===== config.mk =====
export PLATFORM = sky130hd
export DESIGN_NAME = rand_lfsr_gen
export DESIGN_NICKNAME = d
export VERILOG_FILES = /design/src/rtl/rand_pkg.sv /design/src/rtl/lfsr_step.sv /design/src/rtl/rand_lfsr_gen.sv
export SDC_FILE = /design/constraint.sdc
export NUM_CORES = 1
export LEC_CHECK = 0
export BUFFER_PORTS_ARGS = -buffer_cell sky130_fd_sc_hd__buf_2
export CORE_UTILIZATION = 49
export CTS_CLUSTER_SIZE = 10
export DETAILED_ROUTE_END_ITERATION = 8
export PLACE_DENSITY = 0.86
export SYNTH_ARGS = -nofsm -noshare
export SYNTH_HDL_FRONTEND = slang
export SYNTH_SLANG_ARGS = --single-unit

===== constraint.sdc =====
create_clock -name clk -period 2.2 [get_ports clk]
set_clock_uncertainty 0.1 [all_clocks]
set_input_delay 0.44 -clock clk [delete_from_list [all_inputs] [get_ports clk]]
set_output_delay 0.44 -clock clk [all_outputs]
set_load 0.005 [all_outputs]

===== src/rtl/rand_pkg.sv =====
// Shared definitions for the LFSR random generator: FSM states and mode encodings.
package rand_pkg;

  typedef enum logic [1:0] {
    IDLE  = 2'd0,
    SHIFT = 2'd1,
    DONE  = 2'd2
  } state_e;

  localparam logic MODE_FIB = 1'b0;
  localparam logic MODE_GAL = 1'b1;

endpackage


===== src/rtl/lfsr_step.sv =====
// One combinational LFSR advance, Fibonacci or Galois form selected at run time.
module lfsr_step
  import rand_pkg::*;
#(
  parameter int unsigned       WIDTH    = 6,
  parameter logic [WIDTH-1:0]  FIB_TAPS = 6'b110000,
  parameter logic [WIDTH-1:0]  GAL_POLY = 6'b100001
) (
  input  logic [WIDTH-1:0] state,
  input  logic             mode,
  output logic [WIDTH-1:0] next_state
);

  logic             fib_fb;
  logic [WIDTH-1:0] fib_next;
  logic [WIDTH-1:0] gal_next;

  always_comb begin
    fib_fb     = ^(state & FIB_TAPS);
    fib_next   = {state[WIDTH-2:0], fib_fb};
    // Galois: shift in zero, fold the polynomial back when the MSB falls out
    gal_next   = {state[WIDTH-2:0], 1'b0} ^ (state[WIDTH-1] ? GAL_POLY : '0);
    next_state = (mode == MODE_GAL) ? gal_next : fib_next;
  end

endmodule


===== src/rtl/rand_lfsr_gen.sv =====
// Pseudo-random draw engine: seeds an LFSR, runs STEPS shifts per start pulse,
// and publishes the low OUT_W bits of the final state with a one-cycle done.
module rand_lfsr_gen
  import rand_pkg::*;
#(
  parameter int unsigned      WIDTH      = 6,
  parameter logic [WIDTH-1:0] FIB_TAPS   = 6'b110000,
  parameter logic [WIDTH-1:0] GAL_POLY   = 6'b100001,
  parameter int unsigned      STEPS      = 6,
  parameter int unsigned      OUT_W      = 2,
  parameter logic [WIDTH-1:0] RESET_SEED = 6'b000001
) (
  input  logic             clk,
  input  logic             rst,
  input  logic             start,
  input  logic             load_seed,
  input  logic [WIDTH-1:0] seed_in,
  input  logic             mode,
  output logic [WIDTH-1:0] data_out,
  output logic [OUT_W-1:0] result,
  output logic             busy,
  output logic             done,
  output logic             seed_err
);

  localparam int unsigned CNT_W = $clog2(STEPS + 1);
  localparam logic [CNT_W-1:0] LAST_CNT = CNT_W'(STEPS - 1);

  state_e           fsm;
  logic [CNT_W-1:0] cnt;
  logic             mode_q;
  logic [WIDTH-1:0] next_state;

  lfsr_step #(
    .WIDTH    (WIDTH),
    .FIB_TAPS (FIB_TAPS),
    .GAL_POLY (GAL_POLY)
  ) u_step (
    .state      (data_out),
    .mode       (mode_q),
    .next_state (next_state)
  );

  // Control FSM, step counter and all output registers.
  always_ff @(posedge clk) begin
    if (rst) begin
      fsm      <= IDLE;
      cnt      <= '0;
      mode_q   <= MODE_FIB;
      data_out <= RESET_SEED;
      result   <= '0;
      busy     <= 1'b0;
      done     <= 1'b0;
      seed_err <= 1'b0;
    end else begin
      done <= 1'b0;
      case (fsm)
        IDLE: begin
          // A seed load takes priority; a simultaneous start is dropped.
          if (load_seed) begin
            if (seed_in == '0) begin
              data_out <= '1;
              seed_err <= 1'b1;
            end else begin
              data_out <= seed_in;
              seed_err <= 1'b0;
            end
          end else if (start) begin
            mode_q <= mode;
            cnt    <= '0;
            busy   <= 1'b1;
            fsm    <= SHIFT;
          end
        end
        SHIFT: begin
          data_out <= next_state;
          cnt      <= cnt + CNT_W'(1);
          if (cnt == LAST_CNT) begin
            result <= next_state[OUT_W-1:0];
            done   <= 1'b1;
            fsm    <= DONE;
          end
        end
        DONE: begin
          busy <= 1'b0;
          fsm  <= IDLE;
        end
        default: begin
          busy <= 1'b0;
          fsm  <= IDLE;
        end
      endcase
    end
  end

endmodule


==> Word level (Yosys, flattened, before mapping) <==
Cells that the tools add are included.
{ "op_classes": {"mux": 17, "add_sub_neg": 1, "n_eq_ne": 6, "bitwise": 3, "reduce_logical": 12} }
{ "ops": {"columns": ["cell", "count"], "rows": [
  ["$mux 6", 4],
  ["$pmux 6 s2", 1],
  ["$reduce_and 3->1", 4],
  ["$ne 2x2->1 const B", 4],
  ["$logic_not 6->1", 1],
  ["$mux 2", 3],
  ["$mux 3", 2],
  ["$pmux 3 s2", 1],
  ["$reduce_and 2->1", 3],
  ["$reduce_xor 6->1", 1],
  ["$xor 6x6->6", 1],
  ["$mux 1", 4],
  ["$pmux 2 s2", 1],
  ["$add 3x1->3 const B", 1],
  ["$eq 3x3->1 const B", 1],
  ["$eq 2x1->1 const B", 1],
  ["$logic_not 2->1", 1],
  ["$not 1->1", 2],
  ["$pmux 1 s2", 1],
  ["$reduce_bool 2->1", 1],
  ["$reduce_or 2->1", 1]
]} }
{ "totals": {"ff_bits": 17} }

==> Logic depth before layout (Yosys ltp) <==
Gate-level depths: netlist of the first run.
{ "logic_depth": {"ltp_word": 4, "mapped_depth": 6, "depth_no_buf": 6} }

==> Cells and area by module <==
Synthesis of the first run repeated with hierarchy kept, for this count alone.
{ "hier_totals": {"hier_cells": 90, "area_unflattened_um2": 818.3} }
{ "by_module_without_submodules": {"columns": ["mod", "cells_each", "instances", "area_each_um2"], "rows": [
  ["rand_lfsr_gen", 82, 1, 760.7],
  ["lfsr_step", 8, 1, 57.6]
]} }

==> Least setup slack after synthesis of the first run <==
Ideal clock, no wire load.
{ "synth_timing": {"kind": "input port to flip-flop", "startpoint": "input port seed_in[5]", "endpoint": "register seed_err", "path_buffers": 0, "cell_stages": 3, "slack_ps": 538, "t_arrival_ps": 1491, "cell_sequence": "or4_4 -> or4_1 -> a21oi_1"} }
{ "synth_between": {"elab_chain_len": 2} }
{ "synth_rtl": {"columns": ["element", "line_no", "rtl"], "rows": [
  ["start, declared", "rand_lfsr_gen.sv:17", "input logic [WIDTH-1:0] seed_in,"],
  ["$logic_not 6->1", "rand_lfsr_gen.sv:61", "if (seed_in == '0) begin"],
  ["$mux 1", "rand_lfsr_gen.sv:61", null],
  ["end signal, assigned", "rand_lfsr_gen.sv:54", "seed_err <= 1'b0;"],
  ["end signal, assigned", "rand_lfsr_gen.sv:63", "seed_err <= 1'b1;"],
  ["end signal, assigned", "rand_lfsr_gen.sv:66", "seed_err <= 1'b0;"],
  ["end, declared", "rand_lfsr_gen.sv:23", "output logic seed_err"]
]} }
Every way passes these cells.
A chain may end at the register's enable or synchronous reset.

==> Worst setup path after layout of the first run <==
{ "layout_timing": {"startpoint": "register fsm[0]", "endpoint": "register seed_err"} }
{ "layout_between": {"elab_chain_len": 2} }
{ "layout_rtl": {"columns": ["element", "line_no", "rtl"], "rows": [
  ["start, declared", "rand_lfsr_gen.sv:29", "state_e fsm;"],
  ["start signal, assigned", "rand_lfsr_gen.sv:47", "fsm <= IDLE;"],
  ["start signal, assigned", "rand_lfsr_gen.sv:72", "fsm <= SHIFT;"],
  ["start signal, assigned", "rand_lfsr_gen.sv:81", "fsm <= DONE;"],
  ["$logic_not 2->1", "rand_lfsr_gen.sv:57", "case (fsm)"],
  ["$reduce_and 2->1 (no line)", null, null]
]} }
Every way passes these cells.

==> flow_summary.yaml, run 1 <==
drt:
  ant_nets: 0
  drt-initial-drc-count: 10
  wl_mm: 1.59
  wl_per_cell_um: 12.8
  vias: 666
  firstDrtPassIters: 4
  via_per_inst: 5.37
  drc: 0
synthesis:
  yosys.area_share.xor_xnor: 0.0331
  synth_compound_area_frac: 0.121
  synth_seq_area_share: 0.428
  synth_cell_types: 28
  synth_area_um2: 795
  synth_seq_cells: 17
  synthMuxAreaShare: 0.0252
  syn_inst: 90
  syn_nets: 103
  synthAdderAreaFrac: 0.0315
  synth.avg_cell_area_um2: 8.83
  synthSimpleGateAreaFrac: 0.299
  synth_top_family_by_area: "simple AND/OR/NAND/NOR gates"
  ys_warn_count: 0
timing:
  max_freq_ghz: 0.630
  min_period_ns: 1.59
  holdWs_ns: 0.283
  slew_violations: 0
  rsz0062_at_grt: "false"
  setup_tns_ns: 0
  worst_pin_slew_ns: 0.407
  setup_viol: 0
  fin_crit_sh: 0.722
  relSlewSlack: 0.729
  finalHoldViolCount: 0
flow_run:
  maxCapViolCount: 0
global_route:
  grt_pass1_vias: 612
  grt_max_degree: 18
  antenna_found_initial: 0
  grt_pass1_wl_mm: 2.73
  grt_overflow: 0
  grt_use_total: 0.199
finish:
  final_cell_count_no_fill: 124
  n_antenna_cell: 0
  area_growth_pct: 13.9
  final_cell_mix: "nor2_1, buf_2, dfxtp_1"
  drive_gt1_frac: 0.287
  design.final.nets: 122
  final_common_cell: "nor2_1"
power:
  p_int_uw: 435
  seqPwrFrac: 0.566
  netSwitchingPower_uw: 163
  power_frac_clock: 0.279
  leakage_nw: 0.384
  power_density_nw_per_um2: 661
  p_comb_frac: 0.155
  p_sw_frac: 0.272
  ir_worst_vdd_mv: 0.455
floorplan:
  coreArea_um2: 1510
  dieArea_um2: 1790
  die_y_um: 42.3
  placementRows: 14
  top_level_ports: 22
  start_util: 0.527
  fp.dieW_um: 42.3
worst_setup_path:
  path_max_fanout: 6
  reg2reg_to: "seed_err$_SDFFE_PP0P_"
  crit_family: "simple AND/OR/NAND/NOR gates"
  reg2reg_from: "fsm[0]$_SDFFE_PP0P_"
  slowest_stage: "or4_1"
  cp_num_buf_inv: 0
  end_kind: "flop"
  critical_path_arrival_ns: 1.71
  r2r_slack_ns: 0.61
  crit_type: "flop to flop"
  required_ns: 2.33
  reg2reg_depth: 4
  setup.worst_path.start_class: "flop"
  crit_path_max_incr_delay_ns: 0.48
  crit_chain: "nor2_1, nand2_1, or4_1, a21oi_1"
clocking:
  cts_resized: 0
  cts_sinks: 17
  cts_root_buf: "clkbuf_4"
  cts_tree: "yes"
  postCtsSetupRepairBufs: 0
  postCtsHoldBufs: 0
  path_clk_slew_ns: 0.09
  cts_buffers: 3
  clockBufferDepth: 2
  clk_latency_ns: 0.29
  cts-htree-levels: 1
placed_design:
  place.gp.congestion: 0.707
  place_hpwl_mm: 1.19
  dp_cells: 120
  port_buffers: 21
outcome:
  status: "completed"
min_path:
  min_to: "mode_q$_SDFFE_PP0P_"
  whs_path_depth: 3
  hp-class: "input pin to flop"
  worstHoldStart: "mode"
-- sequential cells by signal, summed over array words and instances, names as in the netlist --
name / cells
mode_q: 1
fsm: 2
result: 2
cnt: 3
done: 1
seed_err: 1
busy: 1
data_out: 6
-- cells in the mapped netlist --
library cell,number,area (um2)
nand2b_1,1,6.26
o22ai_1,1,6.26
nor4_2,4,50.1
a31oi_1,1,6.26
nor3_2,1,10.0
buf_4,4,30.0
a211oi_1,1,7.51
and2_1,1,6.26
mux2i_1,2,20.0
o311ai_4,1,26.3
inv_1,2,7.51
or4_1,1,7.51
dfxtp_1,17,340
nor2_1,27,101
clkbuf_1,2,7.51
nand2_1,4,15.0
nor3_1,1,5.00
xnor2_1,2,17.5
or4_4,1,11.3
o221ai_1,1,8.76
nor2b_1,4,25.0
ha_1,2,25.0
a21oi_1,4,20.0
o211ai_1,1,7.51
a311oi_1,1,8.76
xor2_1,1,8.76
o21ai_0,1,5.00
buf_1,1,3.75
-- final cells by class --
cell class / count / area, um2
fillers: 141 / 602
multi-input cells: 64 / 405
well taps: 16 / 20.0
repair buffers: 21 / 105
inverters: 2 / 7.51
clock buffers: 4 / 26.3
flip-flops and latches: 17 / 340
-- cells by family (layout without fill, tap and decap cells) --
group / Yosys count / in the layout
simple gates: 45 / 45
flops: 17 / 17
fa+ha+maj: 2 / 2
buf+inv: 9 / 27
xor+xnor: 3 / 3
mux: 2 / 2
compound gates: 12 / 12
-- worst max-delay path by stage --
| stage | start | end | slack (ns) | depth (start not counted) |
|---|---|---|---|---|
| 3_3_place_gp | seed_in[5] | seed_err$_SDFFE_PP0P_ | 0.39 | 4 |
| 2_1_floorplan | seed_in[5] | seed_err$_SDFFE_PP0P_ | 0.54 | 3 |
| 6_report | fsm[0]$_SDFFE_PP0P_ | seed_err$_SDFFE_PP0P_ | 0.61 | 4 |
| 3_5_place_dp | seed_in[5] | data_out[5]$_SDFFE_PP0P_ | 0.35 | 5 |
| 5_1_grt | fsm[0]$_SDFFE_PP0P_ | result[0]$_SDFFE_PP0P_ | 0.45 | 4 |
| 4_1_cts | fsm[0]$_SDFFE_PP0P_ | seed_err$_SDFFE_PP0P_ | 0.61 | 4 |
-- power groups by stage --
stage,clock [mW],combinational [mW],sequential [mW]
after floorplan,0,0.0679,0.343
after global placement,0,0.0892,0.344
after detailed placement,0,0.0919,0.345
after CTS,0.170,0.0924,0.338
after global routing,0.186,0.103,0.341
final,0.167,0.0926,0.338
-- per-stage QoR --
step | setup slack, ns | utilization | area [um2] | power [mW]
CTS | 0.609 | 0.600 | 905 | 0.601
detailed placement | 0.352 | 0.583 | 878 | 0.437
global route | 0.449 | 0.600 | 905 | 0.631
finish | 0.612 | 0.600 | 905 | 0.598
global placement | 0.386 | 0.583 | 878 | 0.433
floorplan | 0.538 | - | 795 | 0.411
-- tightest hold or removal path, delay by kind of cell --
| family | cells | cell delay, ns |
|---|---|---|
| simple gates | 1 | 0.07 |
| buf+inv | 1 | 0.08 |
| mux | 1 | 0.05 |
-- metal layers --
layer  wire length [um]  GRT usage  vias to the layer above
met3                 78     0.0431                        3
met4                 30     0.0750                        0
met5                  0          0                        -
li1                   -          -                      341
met1                729      0.274                      301
met2                748      0.305                       21
Note: power is estimated with default switching activity, not from simulation.
==> inputs of run 2 (changes only) <==
- ABC_AREA: not set -> 1
- CORE_UTILIZATION: 49 -> 50
- clock period: 2.2 -> 1.59 ns (I/O delays scaled with it)
==> run 2 against run 1 <==
  * The flow now finishes with violations (design-rule violations)
  * Clock power rose by 43%
  * Highest routed layer unchanged
  * Setup slack got worse by 0.31 ns
  * Via count up 23%
  * Largest cell class unchanged
  * Sequential power up 39%
==> flow_summary.yaml, run 2 <==
synthesis:
  synth_area_um2: 855
  synth_enable_flop_cells: 0
  synth.most_common_cell: "nand2_1"
  syn_inst: 124
  synth_area_leaders: "dfxtp_1, nand2_1, nor2_1"
  syn_nets: 137
  yosys.area.top_type_share: 0.398
  synth_seq_area_share: 0.398
  synth_common_cells: "nand2_1, nor2_1, dfxtp_1, a21oi_1, inv_1"
  synth_cell_types: 19
  synthFlopType: "dfxtp_1"
  synth.largest_area_cell: "dfxtp_1"
  ys_warn_count: 0
  synth.avg_cell_area_um2: 6.89
  synth_seq_cells: 17
  async_flop_share: 0
placed_design:
  placed_cell_area_um2: 946
  place_hpwl_mm: 1.27
  place.gp.congestion: 0.786
  port_buffers: 21
  post-place-ws_ns: 0.341
timing:
  worst_pin_slew_ns: 0.343
  slew_violations: 0
  layout_setup_ws_ns: 0.301
  setup_tns_ns: 0
  max_freq_ghz: 0.776
  setup_viol: 0
  fin_crit_sh: 0.811
  finalHoldViolCount: 0
  rsz0062_at_grt: "false"
  relSlewSlack: 0.770
  min_period_ns: 1.29
clocking:
  cts_sinks: 17
  postCtsSetupRepairBufs: 0
  cts_buffers: 3
  postCtsHoldBufs: 0
  clockBufferDepth: 2
  cts_tree: "yes"
  cts-htree-levels: 1
  path_clk_slew_ns: 0.11
  cts_resized: 0
  clk_latency_ns: 0.30
  cts_root_buf: "clkbuf_4"
drt:
  wl_mm: 1.74
  vias: 819
  drc: 4
  firstDrtPassIters: 7
  ant_nets: 0
  drt-initial-drc-count: 14
  wl_per_cell_um: 10.9
  via_per_inst: 5.12
finish:
  final_common_cell: "nand2_1"
  largestRegisters: "data_out: 6 flops, cnt: 3 flops"
  finalInstanceArea_um2: 973
  area_growth_pct: 13.9
  design.final.nets: 158
  top_register: "data_out"
  largest_register_ffs: 6
  drive_gt1_frac: 0.222
  n_antenna_cell: 0
  final_cell_mix: "nand2_1, buf_2, nor2_1, dfxtp_1, a21oi_1"
worst_setup_path:
  crit_type: "flop to flop"
  required_ns: 1.68
  end_kind: "flop"
  crit_family: "flip-flops"
  crit_path_max_incr_delay_ns: 0.42
  cp_num_buf_inv: 3
  critical_path_arrival_ns: 1.38
  path_common_cell: "inv_1"
  setup.worst_path.start_class: "flop"
  crit_chain: "inv_1, o21ai_1, buf_4, inv_1, o21ai_0, a21oi_1"
  slowest_stage: "dfxtp_1"
  path_max_fanout: 11
floorplan:
  die_y_um: 43.3
  start_util: 0.548
  fp.dieW_um: 43.3
  coreArea_um2: 1560
  placementRows: 14
  dieArea_um2: 1880
  top_level_ports: 22
global_route:
  grt_pass1_vias: 713
  antenna_found_initial: 0
  grt_overflow: 0
  grt_pass1_wl_mm: 3.04
  grt_max_degree: 12
  grt_use_total: 0.220
power:
  leakage_nw: 0.491
  power_density_nw_per_um2: 869
  ir_worst_vdd_mv: 0.596
  power_uw: 846
outcome:
  status: "finished, violations left"
  violations: "design-rule violations"
flow_run:
  maxCapViolCount: 0
min_path:
  hp-class: "input pin to flop"
run 2: cell types whose count changed after synthesis, sizes merged, moves of 2 or more:
cell,previous run,this run
nor2b,4,0
or2,0,3
or4,2,0
mux2i,2,0
nor2,27,21
a21oi,4,12
o21ai,1,5
nand2,4,34
inv,2,12
nand3,0,9
nor4,4,0
run 2: stage by stage:
stage | hold slack (ns) | util | cells
2_1_floorplan | 0.340 | - | 124
3_3_place_gp | 0.332 | 0.607 | 156
3_5_place_dp | 0.339 | 0.607 | 156
4_1_cts | 0.144 | 0.624 | 160
5_1_grt | 0.149 | 0.624 | 160
6_report | 0.151 | 0.624 | 160
run 2: final timing paths:
kind,endpoint,cells past startpoint,slack [ns],startpoint
max,data_out[5]$_SDFFE_PP0P_,6,0.30,fsm[1]$_SDFFE_PP0P_
min,mode_q$_SDFFE_PP0P_,3,0.15,mode
max reg2reg,data_out[5]$_SDFFE_PP0P_,6,0.30,fsm[1]$_SDFFE_PP0P_
min reg2reg,result[1]$_SDFFE_PP0P_,2,0.35,result[1]$_SDFFE_PP0P_
run 2: cell families (layout without fill, tap and decap cells):
logic type / after synthesis / in the layout / share of synthesized area
and+or+nand+nor: 69 / 69 / 0.362
DFF: 17 / 17 / 0.398
xor gates and xnor gates: 1 / 1 / 0.0103
buffers and inverters: 18 / 38 / 0.101
AOI/OAI and AO/OA: 17 / 17 / 0.0996
adders and majority gates: 2 / 2 / 0.0293
run 2: metal layers:
layer	track usage	vias up	routed length, um
li1	-	430	-
met1	0.283	360	830
met2	0.345	25	800
met3	0.0625	4	89
met4	0.0938	0	21
met5	0	-	0
run 2: power by group:
part | switching, mW | internal, mW | total, mW | leakage (nW)
Sequential | 0.0204 | 0.448 | 0.469 | 0.139
Clock | 0.145 | 0.0939 | 0.239 | 0.0177
Combinational | 0.0799 | 0.0588 | 0.139 | 0.334
run 2: worst reg2reg max path, cell delays in order (launching register included):
cell,delay (ns)
dfxtp_1,0.42
inv_1,0.12
o21ai_1,0.09
buf_4,0.19
inv_1,0.05
o21ai_0,0.15
a21oi_1,0.05
run 2: final cells by class:
| type | instances | area [um2] |
|---|---|---|
| fill | 141 | 586 |
| clock inverter | 1 | 5.00 |
| clock buffer | 3 | 22.5 |
| sequential | 17 | 340 |
| multi-input combinational | 89 | 428 |
| timing repair buffer | 22 | 113 |
| inverter | 12 | 45.0 |
| tap | 16 | 20.0 |
